## src/rtl/video_stream_monitor.sv

```systemverilog
`default_nettype none
// video_stream_monitor: recovers pixel coordinates from a raw sync/DE video stream and checks
// per-frame geometry. Optional pixel checksum: VIDEO_MON_CHECKSUM_EN. Rev 1.0
module video_stream_monitor #(
  parameter int H_ACTIVE  = 800,
  parameter int V_ACTIVE  = 600,
  parameter bit HSYNC_POL = 1'b1,
  parameter bit VSYNC_POL = 1'b1
) (
  input  logic        pixel_clk,
  input  logic        rst_n,
  input  logic        h_sync,
  input  logic        v_sync,
  input  logic        disp_enbl,
  input  logic [3:0]  red,
  input  logic [3:0]  green,
  input  logic [3:0]  blue,
  output logic [10:0] rx_sx,
  output logic [9:0]  rx_sy,
  output logic        rx_de,
  output logic [11:0] rx_rgb,
  output logic        frame_done,
  output logic [10:0] frame_w,
  output logic [9:0]  frame_h,
  output logic        geom_err,
  output logic        locked,
  output logic [15:0] frame_cnt,
  output logic [31:0] frame_sum
);

  localparam logic [10:0] H_EXP  = 11'(H_ACTIVE);
  localparam logic [9:0]  V_EXP  = 10'(V_ACTIVE);
  localparam logic [10:0] SX_MAX = 11'h7FF;
  localparam logic [9:0]  SY_MAX = 10'h3FF;

  typedef enum logic [1:0] {
    WAIT_VSYNC = 2'd0,
    WAIT_LINE  = 2'd1,
    ACTIVE     = 2'd2
  } state_t;

  state_t state, state_next;

  // Syncs are stored already normalised, so reset (0) means "inactive".
  logic        hs_q, vs_q, de_q;
  logic        hs_d, vs_d, de_d;
  logic [11:0] rgb_q;

  always_ff @(posedge pixel_clk) begin
    if (!rst_n) begin
      hs_q  <= 1'b0;
      vs_q  <= 1'b0;
      de_q  <= 1'b0;
      hs_d  <= 1'b0;
      vs_d  <= 1'b0;
      de_d  <= 1'b0;
      rgb_q <= 12'd0;
    end else begin
      hs_q  <= (h_sync == HSYNC_POL);
      vs_q  <= (v_sync == VSYNC_POL);
      de_q  <= disp_enbl;
      hs_d  <= hs_q;
      vs_d  <= vs_q;
      de_d  <= de_q;
      rgb_q <= {red, green, blue};
    end
  end

  logic vs_rise, hs_rise, de_rise, de_fall;
  assign vs_rise = vs_q & ~vs_d;
  assign hs_rise = hs_q & ~hs_d;
  assign de_rise = de_q & ~de_d;
  assign de_fall = ~de_q & de_d;

  logic line_start, line_done, truncate, finish, pix_valid;

  always_ff @(posedge pixel_clk) begin
    if (!rst_n) state <= WAIT_VSYNC;
    else        state <= state_next;
  end

  always_comb begin
    state_next = state;
    line_start = 1'b0;
    line_done  = 1'b0;
    truncate   = 1'b0;
    finish     = 1'b0;
    case (state)
      WAIT_VSYNC: begin
        if (vs_rise) state_next = WAIT_LINE;
      end
      WAIT_LINE: begin
        if (vs_rise) begin
          finish = 1'b1;
        end else if (de_rise) begin
          line_start = 1'b1;
          state_next = ACTIVE;
        end
      end
      ACTIVE: begin
        // A line ending on the same cycle as vs_rise still belongs to this frame.
        line_done = de_fall;
        if (vs_rise) begin
          finish     = 1'b1;
          truncate   = de_q;
          state_next = WAIT_LINE;
        end else if (de_fall) begin
          state_next = WAIT_LINE;
        end
      end
      default: state_next = WAIT_VSYNC;
    endcase
  end

  assign pix_valid = de_q & ~vs_rise & ((state == ACTIVE) | line_start);

  logic [10:0] width_cnt, last_width, last_width_nx;
  logic [9:0]  line_cnt, line_cnt_nx;
  logic        width_err, width_err_nx, line_ovf, line_ovf_nx, frame_bad;

  always_comb begin
    line_cnt_nx   = line_cnt;
    line_ovf_nx   = line_ovf;
    last_width_nx = last_width;
    width_err_nx  = width_err;
    if (line_done) begin
      last_width_nx = width_cnt;
      if (line_cnt == SY_MAX) line_ovf_nx = 1'b1;
      else                    line_cnt_nx = line_cnt + 10'd1;
      if (width_cnt != H_EXP) width_err_nx = 1'b1;
    end
    if (truncate || (hs_rise && (((state == ACTIVE) && de_q) || line_start)))
      width_err_nx = 1'b1;
    frame_bad = width_err_nx | line_ovf_nx | (line_cnt_nx != V_EXP);
  end

  always_ff @(posedge pixel_clk) begin
    if (!rst_n) begin
      width_cnt  <= 11'd0;
      last_width <= 11'd0;
      line_cnt   <= 10'd0;
      width_err  <= 1'b0;
      line_ovf   <= 1'b0;
      frame_done <= 1'b0;
      frame_w    <= 11'd0;
      frame_h    <= 10'd0;
      geom_err   <= 1'b0;
      locked     <= 1'b0;
      frame_cnt  <= 16'd0;
    end else begin
      frame_done <= finish;
      if (line_start)
        width_cnt <= 11'd1;
      else if (pix_valid && (width_cnt != SX_MAX))
        width_cnt <= width_cnt + 11'd1;
      if (finish) begin
        frame_w    <= last_width_nx;
        frame_h    <= line_cnt_nx;
        geom_err   <= frame_bad;
        locked     <= ~frame_bad;
        frame_cnt  <= frame_cnt + 16'd1;
        last_width <= 11'd0;
        line_cnt   <= 10'd0;
        width_err  <= 1'b0;
        line_ovf   <= 1'b0;
      end else begin
        last_width <= last_width_nx;
        line_cnt   <= line_cnt_nx;
        width_err  <= width_err_nx;
        line_ovf   <= line_ovf_nx;
      end
    end
  end

  // Coordinates follow the stream itself, independent of frame lock state.
  always_ff @(posedge pixel_clk) begin
    if (!rst_n) begin
      rx_sx  <= 11'd0;
      rx_sy  <= 10'd0;
      rx_de  <= 1'b0;
      rx_rgb <= 12'd0;
    end else begin
      rx_de  <= de_q;
      rx_rgb <= rgb_q;
      if (de_q) begin
        if (!de_d)                rx_sx <= 11'd0;
        else if (rx_sx != SX_MAX) rx_sx <= rx_sx + 11'd1;
      end else if (de_fall) begin
        rx_sx <= 11'd0;
      end
      if (vs_rise)
        rx_sy <= 10'd0;
      else if (de_fall && (rx_sy != SY_MAX))
        rx_sy <= rx_sy + 10'd1;
    end
  end

`ifdef VIDEO_MON_CHECKSUM_EN
  logic [31:0] sum_acc;

  always_ff @(posedge pixel_clk) begin
    if (!rst_n) begin
      sum_acc   <= 32'd0;
      frame_sum <= 32'd0;
    end else if (finish) begin
      frame_sum <= sum_acc;
      sum_acc   <= 32'd0;
    end else if (pix_valid) begin
      sum_acc <= sum_acc + {20'd0, rgb_q};
    end
  end
`else
  assign frame_sum = 32'd0;
`endif

endmodule
`default_nettype wire

```

## config.mk

```make
export PLATFORM = sky130hd
export DESIGN_NAME = video_stream_monitor
export DESIGN_NICKNAME = d
export VERILOG_FILES = /design/src/rtl/video_stream_monitor.sv
export SDC_FILE = /design/constraint.sdc
export NUM_CORES = 1
export LEC_CHECK = 0
export BUFFER_PORTS_ARGS = -buffer_cell sky130_fd_sc_hd__buf_4
export CAP_MARGIN = 20
export CORE_ASPECT_RATIO = 0.75
export CORE_MARGIN = 10
export CORE_UTILIZATION = 40
export CTS_BUF_LIST = sky130_fd_sc_hd__clkbuf_4 sky130_fd_sc_hd__clkbuf_8 sky130_fd_sc_hd__clkbuf_16
export DETAILED_ROUTE_END_ITERATION = 12
export PLACE_DENSITY = 0.67
export SETUP_SLACK_MARGIN = 0.2
export SLEW_MARGIN = 10
export SYNTH_ARGS = -nofsm -noshare
export SYNTH_HDL_FRONTEND = slang
export SYNTH_SLANG_ARGS = --single-unit
```

## constraint.sdc

```tcl
create_clock -name pixel_clk -period 2.2 [get_ports pixel_clk]
set_input_delay 0 -clock pixel_clk [delete_from_list [all_inputs] [get_ports pixel_clk]]
set_output_delay 0 -clock pixel_clk [all_outputs]
set_load 0.02 [all_outputs]
```

---- Word level (Yosys, flattened, before mapping) ----
Index checks and enable logic that the tools add are counted.
word-level totals
  memories kept ........................... 0
  bits in latches ......................... 0
  memory bits (read-only) ................. 0
  logic and storage cells ................. 100
  bits in registers ....................... 127
  memory bits (writable) .................. 0
  input bits .............................. 17
  output and inout port bits .............. 106
cells by class
  $add $sub $neg .......................... 5
  mux-type cells .......................... 28
  div/mod/pow operators ................... 0
  shift-type cells ........................ 0
  eq/ne operators ......................... 13
  reductions and logical operators ........ 15
  $lt $le $gt $ge ......................... 0
  multipliers ............................. 0
  bitwise logic cells ..................... 16
operators by type and width
  cell                                                  number
  two-way mux 11 bit                                    5
  adder 11 x 1 -> 11 bit (second input constant)        2
  != test 11 bit (second input constant)                2
  adder 10 x 1 -> 10 bit (second input constant)        2
  two-way mux 10 bit                                    2
  != test 10 bit (second input constant)                2
  adder 16 x 1 -> 16 bit (second input constant)        1
  two-way mux 1 bit                                     15
  != test 11 x 10 -> 1 bit (second input constant)      1
  equality test 10 bit (second input constant)          1
  two-way mux 2 bit                                     5
  OR reduction 2 bit                                    4
  inverter 1 bit                                        7
  AND 1 bit                                             6
  != test 2 bit (second input constant)                 3
  case mux 2 bit (3 select lines)                       1
  logical AND 1 bit                                     4
  AND reduction 4 bit                                   1
  nonzero test 2 bit                                    2
  != test 3 x 2 -> 1 bit (second input constant)        1
  != test 3 bit (second input constant)                 1
  OR 1 bit                                              3
  equality test 2 x 1 -> 1 bit (second input constant)  1
  equality test 2 bit (second input constant)           1
  3 further kinds                                       4

---- Longest topological paths before layout ----
  word-level depth ........................ 12
  mapped depth ............................ 10
  depth with buffers taken out ............ 8

---- Worst setup path after synthesis ----
OpenSTA, ideal clock, no wires.
  path kind ............................... flip-flop to flip-flop
  start ................................... register state[0]
  end ..................................... register locked
  clock period less this slack ............ 2.319 ns
  cell stages (with the launch flop) ...... 11
  path slack .............................. -0.119 ns
  library setup time ...................... 0.059 ns
  buffers on the path ..................... 2
  data arrival time ....................... 2.260 ns
  path through ............................ dfxtp_1 inv_1 ha_1 buf_4 nand3b_1 buf_4 nor3_2 mux2i_1 or3b_1 nor4b_2 a22o_1
on the way
  cells in the longest elaborated chain, start to end .. 9
  elaborated cells on any way between the ends .. 19
  classes of those cells .................. eq/ne: 3; mux: 8; bitwise: 3; reduce/logical: 5
RTL lines
  element                                                              line     text
  start, declared                                                      42       state_t state, state_next;
  start signal, assigned                                               79       else state <= state_next;
  equality test 2 x 1 -> 1 bit or equality test 2 bit (tied branches)  88, 132
  two-way mux 1 bit or logical AND 1 bit (tied branches)               88, 132
  logical OR 1 bit                                                     132      if (truncate || (hs_rise && (((state == ACTIVE) && de_q) || line_start)))
  logical AND 1 bit                                                    132
  logical OR 1 bit                                                     132
  two-way mux 1 bit                                                    132
  OR 1 bit (2 in a row)                                                134      frame_bad = width_err_nx | line_ovf_nx | (line_cnt_nx != V_EXP);
  inverter 1 bit                                                       160      locked <= ~frame_bad;
  end signal, assigned                                                 160
  end, declared                                                        26       output logic locked,
Several ways; a longest one is shown, not always the timed one.
A chain may end at the register's enable or synchronous reset.

---- Worst setup path in the final report ----
Same ends and word-level chain as after synthesis.

==> out/results.ini <==
[sta]
timing.final.crit_share_pct = 92.63
period_needed_ns = 2.038
setup_slack_ns = 0.1622
fin_setup_tns_ns = 0
hold_viol_final = 0
worst_pin_slew_ns = 0.5272
fmax_mhz = 490.7
slew_viol_final = 0
setup_viol = 0
maxSlewHeadroom_pct = 64.72
clock_skew_ns = 0.01230
rsz0062_at_grt = true
holdWs_ns = 0.3466

[clock_tree]
cts_root_buf = clkbuf_16
htreeDepth = 4
cts_tree = built
clockBufferDepth = 2
clk_latency_ns = 0.42
cts.clk_slew.worst_paths_ns = 0.06
cts.sinks = 127
cts_buffers = 17

[yosys]
syn-cell-area_mm2 = 0.005386
yosys_warnings = 0
syn_inst = 598
ys.flop_type = dfxtp_1
synthArstFlopShare_pct = 0
synth_area_leaders = dfxtp_1 (47%), nor2_1 (6.8%), buf_4 (4.9%)
synth_largest_area_cell = dfxtp_1
yosysUniqueCellTypes = 56
netlist.area_leader.share_pct = 47.20
ys_seq_area_share_pct = 47.20
syn_avg_cell_area_um2 = 9.007
ys_ff_latch = 127
synth-edff-count = 0

[power]
ir_worst_vdd_v = 0.0005285
finalPower_uw = 5396
power_leakage_uw = 0.003043
cellPowerDensity_mw_per_mm2 = 747.2

[finish]
final_area_mm2 = 0.007222
fin_nets = 767
n_antenna_cell = 0
fill_cells = 1161
drive_above_1_share_pct = 27.30
syn_to_final_growth_pct = 34.08

[worst_setup_path]
cp_data_arrival_time_ns = 2.40
start_kind = flop
crit_type = reg2reg
r2r_slack_ns = 0.16
end_kind = flop
r2r-start = state[0]$_SDFFE_PN0P_
crit_path_max_fanout = 5
required_ns = 2.56
startpoint = state[0]$_SDFFE_PN0P_

[placement]
place_area_mm2 = 0.006254
hpwlAfterDp_um = 9780
portBuffers = 90
pre_cts_slack_ns = 0.004086
place_congestion = 0.8951

[routing]
wl_per_cell_um = 15.10
totalWireLength_um = 13920
drt_iter0_drc = 260
via_count = 4511
dr.pass1.iters = 4
antenna_left = 0
drc = 0
vias_per_cell = 4.893

[global_routing]
antenna_found_initial = 0
grt_max_degree = 43
grt_usage_pct = 14.50
gr-total-overflow = 0
grt_pass1_vias = 4490
grt_first_pass_wirelength_um = 22410

[hold_path]
hp-start = blue[3]
hp-class = in2reg

[floorplanning]
initial_core_util_pct = 41.09
core_area_mm2 = 0.01311
die_area_mm2 = 0.01856
die_w_um = 154.0
boundaryPins = 123
die_h_um = 120.5
core.rowCount = 36

[flow_run]
drv_cap = 0

[outcome]
status = complete, no violations

==> registers in the layout (all words and copies together), names as in the netlist, 2 cells and up <==
name        cells
frame_cnt      16
frame_w        11
rx_sy          10
line_cnt       10
rx_sx          11
state           2
last_width     11
width_cnt      11
frame_h        10
rx_rgb         12
rgb_q          12
==> cells by family after synthesis <==
kind of cell	after synthesis	synth area share, %
simple gates	256	25.11
flops	127	47.20
compound gates	91	10.31
buf+inv	67	7.108
xor+xnor	29	4.715
mux	17	3.159
fa+ha+maj	10	2.323
other cells	1	0.06962
==> synth_stat cells (3+ instances only) <==
| master | count |
|---|---|
| o21a_1 | 3 |
| nor2_1 | 97 |
| nand2_1 | 35 |
| and4_1 | 3 |
| mux2i_1 | 17 |
| and3_1 | 10 |
| inv_1 | 12 |
| and2_1 | 37 |
| nand3_1 | 16 |
| nor3_1 | 9 |
| dfxtp_1 | 127 |
| nand4_1 | 9 |
| clkbuf_1 | 18 |
| buf_4 | 35 |
| or3_1 | 9 |
| xor2_1 | 11 |
| ha_1 | 10 |
| xnor2_1 | 18 |
| o21ai_0 | 23 |
| nand2b_1 | 4 |
| a211oi_1 | 15 |
| nand3b_1 | 6 |
| a21oi_1 | 33 |
==> placed cells by master, fill, tap and decap left out, drive strengths merged, types with 2 or more instances in the layout <==
cell and n:
nor2b 2, nand2 35, or3 9, nand2b 4
o31ai 2, nor3 10, dfxtp 127, a211oi 15
nand4b 4, a21oi 33, o21a 3, and3 10
mux2i 17, conb 32, o21ai 24, nand4 10
inv 12, and4 3, nor2 97, dlygate4sd3 16
xnor2 18, ha 10, and2 37, or4b 2
and3b 2, xor2 11, clkinv 7, nor4 3
a21o 2, clkbuf 22, buf 131, nand3 17
nand3b 6
==> metal layers <==
| layer | part of all wire (%) | vias to the layer above | global-route usage (%) |
|---|---|---|---|
| li1 | - | 2264 | - |
| met2 | 50 | 101 | 24.41 |
| met4 | 0.57 | 0 | 4.299 |
| met1 | 44 | 2138 | 17.01 |
| met3 | 6.1 | 8 | 5.243 |
| met5 | 0 | - | 0 |
==> path summary, 6_finish.rpt <==
| path | endpoint | depth (start not counted) |
|---|---|---|
| hold / removal | rgb_q[3]$_SDFF_PN0_ | 3 |
| setup / recovery | locked$_SDFFE_PN0P_ | 10 |
| hold reg to reg | rx_rgb[11]$_SDFF_PN0_ | 1 |
| setup reg to reg | locked$_SDFFE_PN0P_ | 10 |
==> report_power, final <==
group | switching (uW) | leakage, uW | internal, uW
clock network | 949 | 0.000265 | 1500
registers | 39.2 | 0.00104 | 2370
logic | 320 | 0.00174 | 212
==> stage by stage <==
| stage | cells | utilization, % |
|---|---|---|
| after floorplan | 629 | - |
| after global placement | 857 | 47.71 |
| after detailed placement | 857 | 47.71 |
| after CTS | 915 | 54.00 |
| after global routing | 922 | 55.10 |
| final | 922 | 55.10 |
==> repair_timing <==
item,in CTS,in global routing
buffers inserted,12,7
endpoints found under the hold margin,16,0
hold buffers,16,0
pin swaps,9,17
setup endpoints to repair,9,22
gates resized for setup,16,22
==> area by class of cell <==
cell class / count / area [um^2] / share of cell area (%)
Multi-Input combinational cell: 435 / 2731 / 37.82
Inverter: 12 / 45.04 / 0.6237
Clock buffer: 22 / 475.5 / 6.584
Tap cell: 171 / 214.0 / 2.963
Clock inverter: 8 / 42.54 / 0.5891
Timing Repair Buffer: 147 / 1151 / 15.94
Sequential cell: 127 / 2562 / 35.48
==> worst max-delay path, stage by stage, from the launching register on <==
cell,delay [ns]
dfxtp_2,0.32
inv_2,0.07
ha_4,0.15
buf_6,0.10
nand4b_4,0.10
buf_4,0.17
nor3_2,0.18
mux2i_1,0.30
nand3_1,0.17
nor4b_4,0.29
a22o_1,0.15
Note: power is estimated with default switching activity, not from simulation.
